[config.mk]
export PLATFORM = sky130hd
export DESIGN_NAME = cpu_trace_buffer
export DESIGN_NICKNAME = d
export VERILOG_FILES = /design/src/rtl/cpu_trace_buffer.sv
export SDC_FILE = /design/constraint.sdc
export NUM_CORES = 1
export LEC_CHECK = 0
export BUFFER_PORTS_ARGS = -buffer_cell sky130_fd_sc_hd__buf_2
export CORE_ASPECT_RATIO = 1.2
export CORE_MARGIN = 2
export CORE_UTILIZATION = 45
export CTS_CLUSTER_DIAMETER = 40
export DETAILED_ROUTE_END_ITERATION = 7
export GPL_TIMING_DRIVEN = 0
export MAX_ROUTING_LAYER = met4
export REMOVE_ABC_BUFFERS = 1
export SYNTH_ARGS = -nofsm -noshare
export SYNTH_HDL_FRONTEND = slang
export SYNTH_SLANG_ARGS = --single-unit
[constraint.sdc]
create_clock -name clk -period 10 [get_ports clk]
set_input_delay 3 -clock clk [delete_from_list [all_inputs] [get_ports clk]]
set_output_delay 3 -clock clk [all_outputs]
set_load 0.02 [all_outputs]
[src/rtl/cpu_trace_buffer.sv]
// cpu_trace_buffer: circular trace capture of per-cycle CPU debug records.
// Captures while armed, stops a programmable number of samples after a
// trigger, then streams the captured window out oldest-first over a
// valid/ready read port.
module cpu_trace_buffer #(
   parameter  int WORD_WIDTH  = 16,
   parameter  int REC_WIDTH   = 64,
   parameter  int DEPTH       = 16,
   parameter  int STATE_WIDTH = 10,
   localparam int CW          = $clog2(DEPTH) + 1
) (
   input  logic                   clk,
   input  logic                   rst,
   input  logic                   arm,
   input  logic                   abort,
   input  logic [1:0]             trig_mode,
   input  logic [WORD_WIDTH-1:0]  trig_value,
   input  logic [CW-1:0]          post_count,
   input  logic                   sample_en,
   input  logic [WORD_WIDTH-1:0]  pc,
   input  logic [STATE_WIDTH-1:0] exec_state,
   input  logic                   ext_trig,
   input  logic [REC_WIDTH-1:0]   rec_in,
   input  logic                   rd_start,
   input  logic                   rd_ready,
   output logic                   rd_valid,
   output logic [REC_WIDTH-1:0]   rd_data,
   output logic                   rd_last,
   output logic [2:0]             state,
   output logic [CW-1:0]          fill,
   output logic                   triggered
);

   localparam int            AW      = $clog2(DEPTH);
   localparam int            IW      = (STATE_WIDTH > 1) ? $clog2(STATE_WIDTH) : 1;
   localparam logic [CW-1:0] FULL    = CW'(DEPTH);
   localparam logic [CW-1:0] MAXPOST = CW'(DEPTH - 1);
   localparam logic [CW-1:0] ONE     = CW'(1);

   typedef enum logic [2:0] {
      S_IDLE    = 3'd0,
      S_ARMED   = 3'd1,
      S_POST    = 3'd2,
      S_DONE    = 3'd3,
      S_READOUT = 3'd4
   } state_t;

   state_t                state_q, state_d;
   logic [AW-1:0]         wptr_q, wptr_d;
   logic [AW-1:0]         rptr_q, rptr_d;
   logic [CW-1:0]         fill_q, fill_d;
   logic [CW-1:0]         post_q, post_d;
   logic [CW-1:0]         postlen_q, postlen_d;
   logic [CW-1:0]         rem_q, rem_d;
   logic                  trig_q, trig_d;
   logic                  rd_valid_q, rd_valid_d;
   logic                  rd_last_q, rd_last_d;
   logic [REC_WIDTH-1:0]  rd_data_q, rd_data_d;
   logic [REC_WIDTH-1:0]  mem_q [DEPTH];
   logic                  wr_en;
   logic                  state_hit;
   logic                  fire;

   // Trigger condition for the current cycle; indices past STATE_WIDTH never match.
   always_comb begin
      state_hit = 1'b0;
      for (int unsigned i = 0; i < STATE_WIDTH; i++) begin
         if (trig_value[IW-1:0] == IW'(i)) state_hit = exec_state[i];
      end
      case (trig_mode)
         2'd0:    fire = 1'b1;
         2'd1:    fire = (pc == trig_value);
         2'd2:    fire = state_hit;
         default: fire = ext_trig;
      endcase
   end

   // Next-state logic: abort beats arm, arm beats normal capture/readout.
   always_comb begin
      state_d    = state_q;
      wptr_d     = wptr_q;
      rptr_d     = rptr_q;
      fill_d     = fill_q;
      post_d     = post_q;
      postlen_d  = postlen_q;
      rem_d      = rem_q;
      trig_d     = trig_q;
      rd_valid_d = rd_valid_q;
      rd_last_d  = rd_last_q;
      rd_data_d  = rd_data_q;
      wr_en      = 1'b0;

      if (abort) begin
         state_d    = S_IDLE;
         trig_d     = 1'b0;
         rd_valid_d = 1'b0;
         rd_last_d  = 1'b0;
      end else if (arm && (state_q == S_IDLE || state_q == S_DONE)) begin
         state_d   = S_ARMED;
         wptr_d    = '0;
         fill_d    = '0;
         trig_d    = 1'b0;
         postlen_d = (post_count > MAXPOST) ? MAXPOST : post_count;
      end else begin
         case (state_q)
            S_ARMED: begin
               if (sample_en) begin
                  wr_en = 1'b1;
                  if (fire) begin
                     trig_d = 1'b1;
                     if (postlen_q == '0) begin
                        state_d = S_DONE;
                     end else begin
                        state_d = S_POST;
                        post_d  = postlen_q;
                     end
                  end
               end
            end
            S_POST: begin
               if (sample_en) begin
                  wr_en  = 1'b1;
                  post_d = post_q - ONE;
                  if (post_q == ONE) state_d = S_DONE;
               end
            end
            S_DONE: begin
               if (rd_start) begin
                  state_d = S_READOUT;
                  rptr_d  = wptr_q - fill_q[AW-1:0];
                  rem_d   = fill_q;
               end
            end
            S_READOUT: begin
               // rem_q counts records not yet presented; the first record is
               // loaded on the cycle after entry, while rd_valid is still low.
               if (!rd_valid_q || rd_ready) begin
                  if (rem_q != '0) begin
                     rd_data_d  = mem_q[rptr_q];
                     rd_valid_d = 1'b1;
                     rd_last_d  = (rem_q == ONE);
                     rptr_d     = rptr_q + 1'b1;
                     rem_d      = rem_q - ONE;
                  end else begin
                     rd_valid_d = 1'b0;
                     rd_last_d  = 1'b0;
                     state_d    = S_DONE;
                  end
               end
            end
            default: ;
         endcase

         if (wr_en) begin
            wptr_d = wptr_q + 1'b1;
            if (fill_q != FULL) fill_d = fill_q + ONE;
         end
      end
   end

   // Control and readout registers with synchronous reset.
   always_ff @(posedge clk) begin
      if (rst) begin
         state_q    <= S_IDLE;
         wptr_q     <= '0;
         rptr_q     <= '0;
         fill_q     <= '0;
         post_q     <= '0;
         postlen_q  <= '0;
         rem_q      <= '0;
         trig_q     <= 1'b0;
         rd_valid_q <= 1'b0;
         rd_last_q  <= 1'b0;
         rd_data_q  <= '0;
      end else begin
         state_q    <= state_d;
         wptr_q     <= wptr_d;
         rptr_q     <= rptr_d;
         fill_q     <= fill_d;
         post_q     <= post_d;
         postlen_q  <= postlen_d;
         rem_q      <= rem_d;
         trig_q     <= trig_d;
         rd_valid_q <= rd_valid_d;
         rd_last_q  <= rd_last_d;
         rd_data_q  <= rd_data_d;
      end
   end

   // Trace storage; contents survive abort and reset, only pointers are cleared.
   always_ff @(posedge clk) begin
      if (wr_en && !rst) mem_q[wptr_q] <= rec_in;
   end

   assign state     = state_q;
   assign fill      = fill_q;
   assign triggered = trig_q;
   assign rd_valid  = rd_valid_q;
   assign rd_last   = rd_last_q;
   assign rd_data   = rd_data_q;

endmodule

* After elaboration in Yosys (flattened, before gate mapping)
Memories as Yosys holds them, arrays and structs flattened. A register that Yosys moved wholly into a read port is not among the register bits.
Cells that the tools add are included.
Widths: inputs -> output; s select.
** Word-level totals
- Register bits :: 34
- RAM bits :: 1024
- Output and inout bits :: 75
- Input bits :: 121
- Memories kept :: 1
- Word-level logic and storage cells :: 136
** Memory list
- mem_q :: words 16, bits a word 64, read ports 1, clocked after memory_dff 1, write ports 1, RTL line 59 : logic [REC_WIDTH-1:0] mem_q [DEPTH];
** Cells by class
- Muxes and demuxes :: 50
- Bitwise logic cells :: 2
- Equality and inequality tests :: 35
- Add/subtract/negate cells :: 6
- Reductions and logical operators :: 30
- $lt $le $gt $ge :: 1
** Operators with widths (count)
- $mux 5 :: 11
- $mux 1 :: 22
- $mux 3 :: 7
- $mux 4 :: 5
- $pmux 5 s2 :: 2
- $ne 2x2->1 const B :: 9
- $ne 3x3->1 const B :: 6
- $eq 16x16->1 :: 1
- $eq 4x3->1 const B :: 4
- $reduce_and 8->1 :: 2
- $pmux 3 s4 :: 1
- $eq 5x1->1 const B :: 2
- $reduce_bool 5->1 :: 2
- $sub 5x1->5 const B :: 2
- $reduce_and 3->1 :: 3
- $add 4x1->4 const B :: 2
- $eq 4x2->1 const B :: 2
- $eq 4x4->1 const B :: 2
- $pmux 4 s2 :: 1
- $reduce_bool 2->1 :: 4
- $reduce_and 7->1 :: 1
- $eq 3x2->1 const B :: 2
- $reduce_and 6->1 :: 1
- $add 5x1->5 const B :: 1
- 23 further kinds :: 29

* Depth between registers and ports, before layout
Gate-level depths: netlist (run 1).
- Word-level depth :: 16
- Gate-level depth with buffers :: 9
- Gate-level depth less buffers :: 9

* Worst setup path after synthesis (run 1)
Ideal clock, no wire load.
- Path kind :: in2reg
- Start point :: in abort
- End point :: mem mem_q[0][0] (enable)
- Path buffers :: 1
- Setup time :: 0.565 ns
- Stages :: 5
- Required time :: 9.435 ns
- Setup slack :: 1.037 ns
- Data arrival time :: 8.399 ns
- Cell sequence :: buf_4 or4b_1 nor2_1 nand2_1 nor3_1
** Between the ends
- Cells in the longest elaborated chain, start to end :: 4
** RTL lines
- start: declaration :: RTL line 15 : input logic abort,
- $mux 1 :: RTL line 93 : if (abort) begin
- $logic_and 1x1->1 :: RTL line 192 : if (wr_en && !rst) mem_q[wptr_q] <= rec_in;
- $mux 1 :: RTL line 192
- $mux 1 (not written as such) :: RTL line 192
- end: declaration :: RTL line 59
No other way between the ends.

* Final worst setup path (run 1)
- Start point :: in abort
- End point :: mem mem_q[1][31] (enable)
Same word-level chain as after synthesis.

==> results of run 1 <==
==> cell type report <==
type | instances | area (µm²)
multi-input cells | 771 | 9870
inverters | 11 | 41.3
fillers | 7130 | 43000
flip-flops and latches | 1122 | 32700
diodes | 15 | 37.5
well taps | 1260 | 1580
repair buffers | 305 | 3080
clock buffers | 164 | 3680
clock inverters | 73 | 948
==> stage by stage <==
step	power (mW)	setup TNS, ns	util
final	10.3	0	0.547
after global routing	10.5	0	0.547
after CTS	10.3	0	0.547
after detailed placement	5.35	0	0.498
after global placement	5.34	-4021.80	0.475
after floorplan	5.26	-126.37	-
==> cell usage after synthesis (2+ instances only) <==
library cell / count / area (µm²)
edfxtp_1: 1024 / 30700
mux4_2: 320 / 7210
nand2_1: 157 / 589
dfxtp_1: 98 / 1960
a21oi_1: 76 / 380
clkbuf_1: 59 / 221
nor2_1: 49 / 184
buf_2: 32 / 160
xor2_1: 21 / 184
nor3_1: 16 / 80.1
ha_1: 15 / 188
o21ai_0: 14 / 70.1
buf_1: 12 / 45.0
inv_1: 11 / 41.3
a211oi_1: 7 / 52.6
mux2i_1: 7 / 70.1
a22oi_1: 6 / 45.0
a31oi_1: 5 / 31.3
nand2b_1: 5 / 31.3
nand3b_1: 5 / 37.5
xnor2_1: 5 / 43.8
nand3_1: 4 / 20.0
nand4_1: 4 / 25.0
nor3b_1: 4 / 30.0
and3_1: 3 / 18.8
buf_4: 3 / 22.5
nor4_1: 3 / 18.8
o22ai_1: 3 / 18.8
a21oi_2: 2 / 17.5
and2b_1: 2 / 15.0
buf_6: 2 / 22.5
mux2_2: 2 / 22.5
nor3_2: 2 / 20.0
o31ai_1: 2 / 15.0
or3_1: 2 / 12.5
or4b_2: 2 / 20.0
==> sequential cells by signal, indices dropped and copies added, names as in the netlist <==
name       count
rem_q          5
rd_last        1
mem_q       1024
rptr_q         4
postlen_q      5
fill           5
triggered      1
wptr_q         4
state          3
post_q         5
rd_valid       1
rd_data       64
==> cells by family (layout without fill, tap and decap cells) <==
kind of cell               count (synthesis)  count (layout)
buffers and inverters                    119             553
adders and majority gates                 16              16
other                                      0              15
xor gates and xnor gates                  26              26
and+or+nand+nor                          269             269
muxes                                    330             330
AOI/OAI and AO/OA                        130             130
DFF                                     1122            1122
==> layer usage <==
metal | vias up | GRT usage | routed length, µm
met5 | - | - | 0
met4 | 0 | 0.0699 | 2290
met3 | 165 | 0.0366 | 6260
met2 | 755 | 0.342 | 50700
met1 | 11500 | 0.296 | 43400
li1 | 9034 | - | -
==> report_power, final <==
| group | switching (mW) | internal, mW |
|---|---|---|
| clock network | 1.88 | 3.12 |
| registers | 0.00449 | 5.12 |
| logic | 0.0933 | 0.0412 |
==> path summary, 6_finish.rpt <==
check,to,slack (ns),cells past startpoint
setup / recovery,mem_q[1][31],4.57,9
hold / removal,rd_data[4],0.45,2
hold reg to reg,rd_data[4],0.45,2
setup reg to reg,mem_q[1][31],6.18,9
==> critical path: cells and delay by family <==
kind,cells,cell delay [ns]
AND/OR/NAND/NOR,4,1.92
buffers and inverters,5,0.89
==> impl_metrics.toml, run 1 <==
[floorplanning]
die_width_um = 286
core-area_um2 = 95000
start_util = 0.453
io_pins = 196
die_y_um = 343
fp-row-count = 124
dieArea_um2 = 98000

[setup_path]
slowest_delay_ns = 0.69
required_ns = 10.41
rr_startpoint = "state[1]"
arrival_ns = 5.84
critPathCaptureType = "register"
start_kind = "input pin"
crit_start = "abort"
crit_type = "in -> reg"
cp_common_cell = "buf_6"
crit_fanout = 8
slowest_stage = "nor3_2"
path_cells = "buf_2 > or4b_1 > nor2_1 > nand2_1 > nor3_2 > buf_6 > buf_6 > buf_6 > buf_6"

[global_routing]
grt_pass1_vias = 22400
antenna_found_initial = 18
grt-ovfl-total = 0
grt_first_pass_wirelength_um = 150000
grt_max_degree = 60
grt_usage = 0.219

[timing]
fin_crit_sh = 0.543
slew-limit-headroom = 0.230
worst_slack_ns = 4.57
worst_pin_slew_ns = 1.15
clock_skew_ns = 0.0257
rsz0062_at_grt = "false"
slew_viol_final = 0
post-route-min-period_ns = 5.43
setup_viol = 0
hold_slack_ns = 0.449
hold_viol = 0
fmax_mhz = 184

[drt]
drt-initial-drc-count = 2328
via_count = 21400
viasPerCell = 5.75
first_pass_iters = 5
wirelength_um = 103000
wl_per_cell_um = 27.6
ant_nets = 0
drc_errors = 0

[pwr]
ir_worst_vdd_mv = 0.169
p_per_area_nw_per_um2 = 197
power_leakage_nw = 16.4

[clock_network]
clk_pin_slew_worst_paths_ns = 0.06
clkSinkCount = 1122
cts_tree = "yes"
ctsResizeCount = 0
hold_buffers = 0
worstSkewPairLatency_ns = 0.71
htreeDepth = 4
numCtsBuffers = 130
clock-root-buffer = "clkbuf_16"
post-cts-setup-buffers = 0
clockBufferDepth = 3

[synthesis]
synthMuxAreaShare = 0.170
postSynthAreaPerCell_um2 = 21.4
ys_types = 64
synthXorXnorAreaFrac = 0.00530
async_reset_ff_frac = 0
synth_compound_area_frac = 0.0178
synthCells = 2012
synth-seq-cells = 1122
synthAdderAreaFrac = 0.00483
synth_edf_count = 1024
synth-seq-area-share = 0.761
yosys.area_share.simple = 0.0284
ys.flop_type = "edfxtp_1"
syn_area_um2 = 43000
synth_top_family_by_area = "multiplexers"
yosysWarnings = 0

[job]
drv_cap = 0

[place]
gp_congestion = 0.770
place_inst = 3469
dp_hpwl_um = 62300
place_ws_ns = 3.86
io_buffers = 195
placed_cell_area_um2 = 47300

[cells_and_area]
final_cells = 3721
nets = 2478
final_cell_mix = "edfxtp_1 (1024), mux4_2 (320), buf_2 (194), nand2_1 (157), clkbuf_16 (142)"
syn_to_final_growth_pct = 20.9
drive_above_1_share = 0.357
final_area_um2 = 52000
final_common_cell = "edfxtp_1"

[outcome]
outcome = "complete, no violations"

[min_path]
min_from = "rd_data[4]"
hold_path_class = "reg -> reg"
Power figures use the tool's default switching activity.
==> inputs of run 2 (changes only) <==
Settings changed: ABC_AREA set to 1.
Clock period 10 ns to 5.7 ns, I/O delays scaled along.
==> impl_metrics.toml, run 2 <==
[job]
drv_cap = 0

[drt]
first_pass_iters = 5
viasPerCell = 5.59
ant_nets = 0
wl_per_cell_um = 22.1
wirelength_um = 114000
drc_errors = 0
drt-initial-drc-count = 2850
via_count = 28700

[global_routing]
grt_usage = 0.230
grt_first_pass_wirelength_um = 170000
grt-ovfl-total = 0
antenna_found_initial = 18
grt_max_degree = 152
grt_pass1_vias = 27700

[cells_and_area]
top_register = "mem_q"
drive_above_1_share = 0.137
nFillCells = 8028
largest_reg_flops = 1024
nets = 3857
final_cells = 5127
final_common_cell = "edfxtp_1"
fin_util = 0.537
final_cell_mix = "edfxtp_1 (1024), nor2_1 (638), o21ai_0 (558), o22ai_1 (242), buf_2 (194)"
syn_to_final_growth_pct = 18.7

[clock_network]
numCtsBuffers = 135
clock-root-buffer = "clkbuf_16"
clkSinkCount = 1122
hold_buffers = 0
worstSkewPairLatency_ns = 0.73
post-cts-setup-buffers = 0
clockBufferDepth = 3
htreeDepth = 4
clk_pin_slew_worst_paths_ns = 0.05
cts_tree = "yes"
ctsResizeCount = 0

[synthesis]
synth-seq-area-share = 0.739
synth-seq-cells = 1122
yosysWarnings = 0
synth_area_leader_cell = "edfxtp_1"
async_reset_ff_frac = 0
synth_edf_count = 1024
syn_area_um2 = 44300
netlist.area_leader.share = 0.695
synthCells = 3542
yosys-top-cells-area = "edfxtp_1 (69%), o21ai_0 (6.3%), nor2_1 (5.5%)"
postSynthAreaPerCell_um2 = 12.5
ys_types = 43
synth_top_cells_by_count = "edfxtp_1 (1024), nor2_1 (654), o21ai_0 (558)"
synth.most_common_cell = "edfxtp_1"
ys.flop_type = "edfxtp_1"

[place]
dp_hpwl_um = 63000
io_buffers = 195
gp_congestion = 0.793
place_inst = 4863

[setup_path]
crit_fanout = 44
crit_family = "simple AND/OR/NAND/NOR gates"
cp.buffers_inverters = 5
path_cells = "buf_4 > buf_16 > nor2_1 > nand2_1 > nor2_4 > buf_16 > buf_12 > buf_12"
required_ns = 6.12
start_kind = "input pin"
crit_type = "in -> reg"
critPathCaptureType = "register"
slowest_stage = "nor2_4"
arrival_ns = 4.33
slowest_delay_ns = 0.66

[min_path]
hold_path_class = "reg -> reg"

[pwr]
power_leakage_nw = 18.3
p_int_mw = 14.4
p_sw_mw = 3.60
swShare = 0.200
ir_worst_vdd_mv = 0.255
clockPowerShare = 0.486
power_frac_comb = 0.014
p_per_area_nw_per_um2 = 342
p_seq_frac = 0.499

[floorplanning]
core-area_um2 = 97900
fp-row-count = 126
die_y_um = 348
dieArea_um2 = 101000
io_pins = 196
die_width_um = 290
start_util = 0.452

[timing]
worst_pin_slew_ns = 1.37
clock_skew_ns = 0.0272
fin_crit_sh = 0.686
post-route-min-period_ns = 3.91
slew_viol_final = 0
hold_viol = 0
slew-limit-headroom = 0.0863
setup_viol = 0
rsz0062_at_grt = "false"
fmax_mhz = 256

[outcome]
outcome = "complete, no violations"
run 2: cell count changes after synthesis, sizes merged, moves of 16 or more:
cell and change:
o21ai +633, nand3 +16, o22ai +239, nor2 +608, mux4 -321, a21oi +73, clkbuf +115, inv +180
nand2 -27, o221ai +40
run 2: cells by family (layout without fill, tap and decap cells):
logic type,count (synthesis),count (layout),share of synthesized area
and+or+nand+nor,852,852,0.0757
other,0,15,0
adders and majority gates,16,16,0.00469
buffers and inverters,425,715,0.0395
AOI/OAI and AO/OA,1119,1119,0.139
xor gates and xnor gates,8,8,0.00158
DFF,1122,1122,0.739
run 2: final cells by class:
class	count	area, µm²	share of cell area
timing repair buffer	274	2900	0.0551
tap	1280	1600	0.0305
sequential	1122	32700	0.623
antenna	15	37.5	0.000714
clock inverter	72	885	0.0168
multi-input combinational	1995	9930	0.189
clock buffer	177	3720	0.0709
inverter	192	748	0.0142
run 2: worst min-delay path, cell delays in order (launching register included):
cell,delay (ns)
dfxtp_1,0.33
a21oi_1,0.04
nor2_1,0.07
run 2: worst paths after layout:
kind | startpoint | slack [ns] | end | cells after the start
hold / removal | triggered | 0.47 | triggered | 2
hold reg to reg | triggered | 0.47 | triggered | 2
setup / recovery | rst | 1.79 | mem_q[0][58] | 8
setup reg to reg | rptr_q[0] | 1.81 | rd_data[12] | 10
run 2: metal layers:
layer	GRT usage	vias to the layer above	wire, µm
met5	-	-	0
li1	-	13400	-
met2	0.369	919	54400
met3	0.0460	197	7870
met4	0.0727	0	2560
met1	0.296	14200	48700
run 2: power groups by stage:
stage               sequential [mW]  combinational, mW  clock [mW]
floorplan                      9.16             0.0778           0
global placement               9.16              0.243           0
detailed placement             9.16              0.257           0
CTS                            8.98              0.258        8.85
global route                   8.98              0.290        9.20
finish                         8.98              0.258        8.75
run 2: stage by stage:
stage / setup TNS, ns / setup WS, ns / power (mW) / cell area, µm² / hold slack [ns]
after floorplan: -800.68 / -12.82 / 9.24 / 43200 / 0.450
after global placement: -7274.10 / -35.74 / 9.41 / 45800 / 0.458
after detailed placement: 0 / 0.976 / 9.41 / 47900 / 0.453
after CTS: 0 / 1.74 / 18.1 / 52500 / 0.469
after global routing: 0 / 1.49 / 18.5 / 52500 / 0.512
final: 0 / 1.79 / 18.0 / 52500 / 0.472
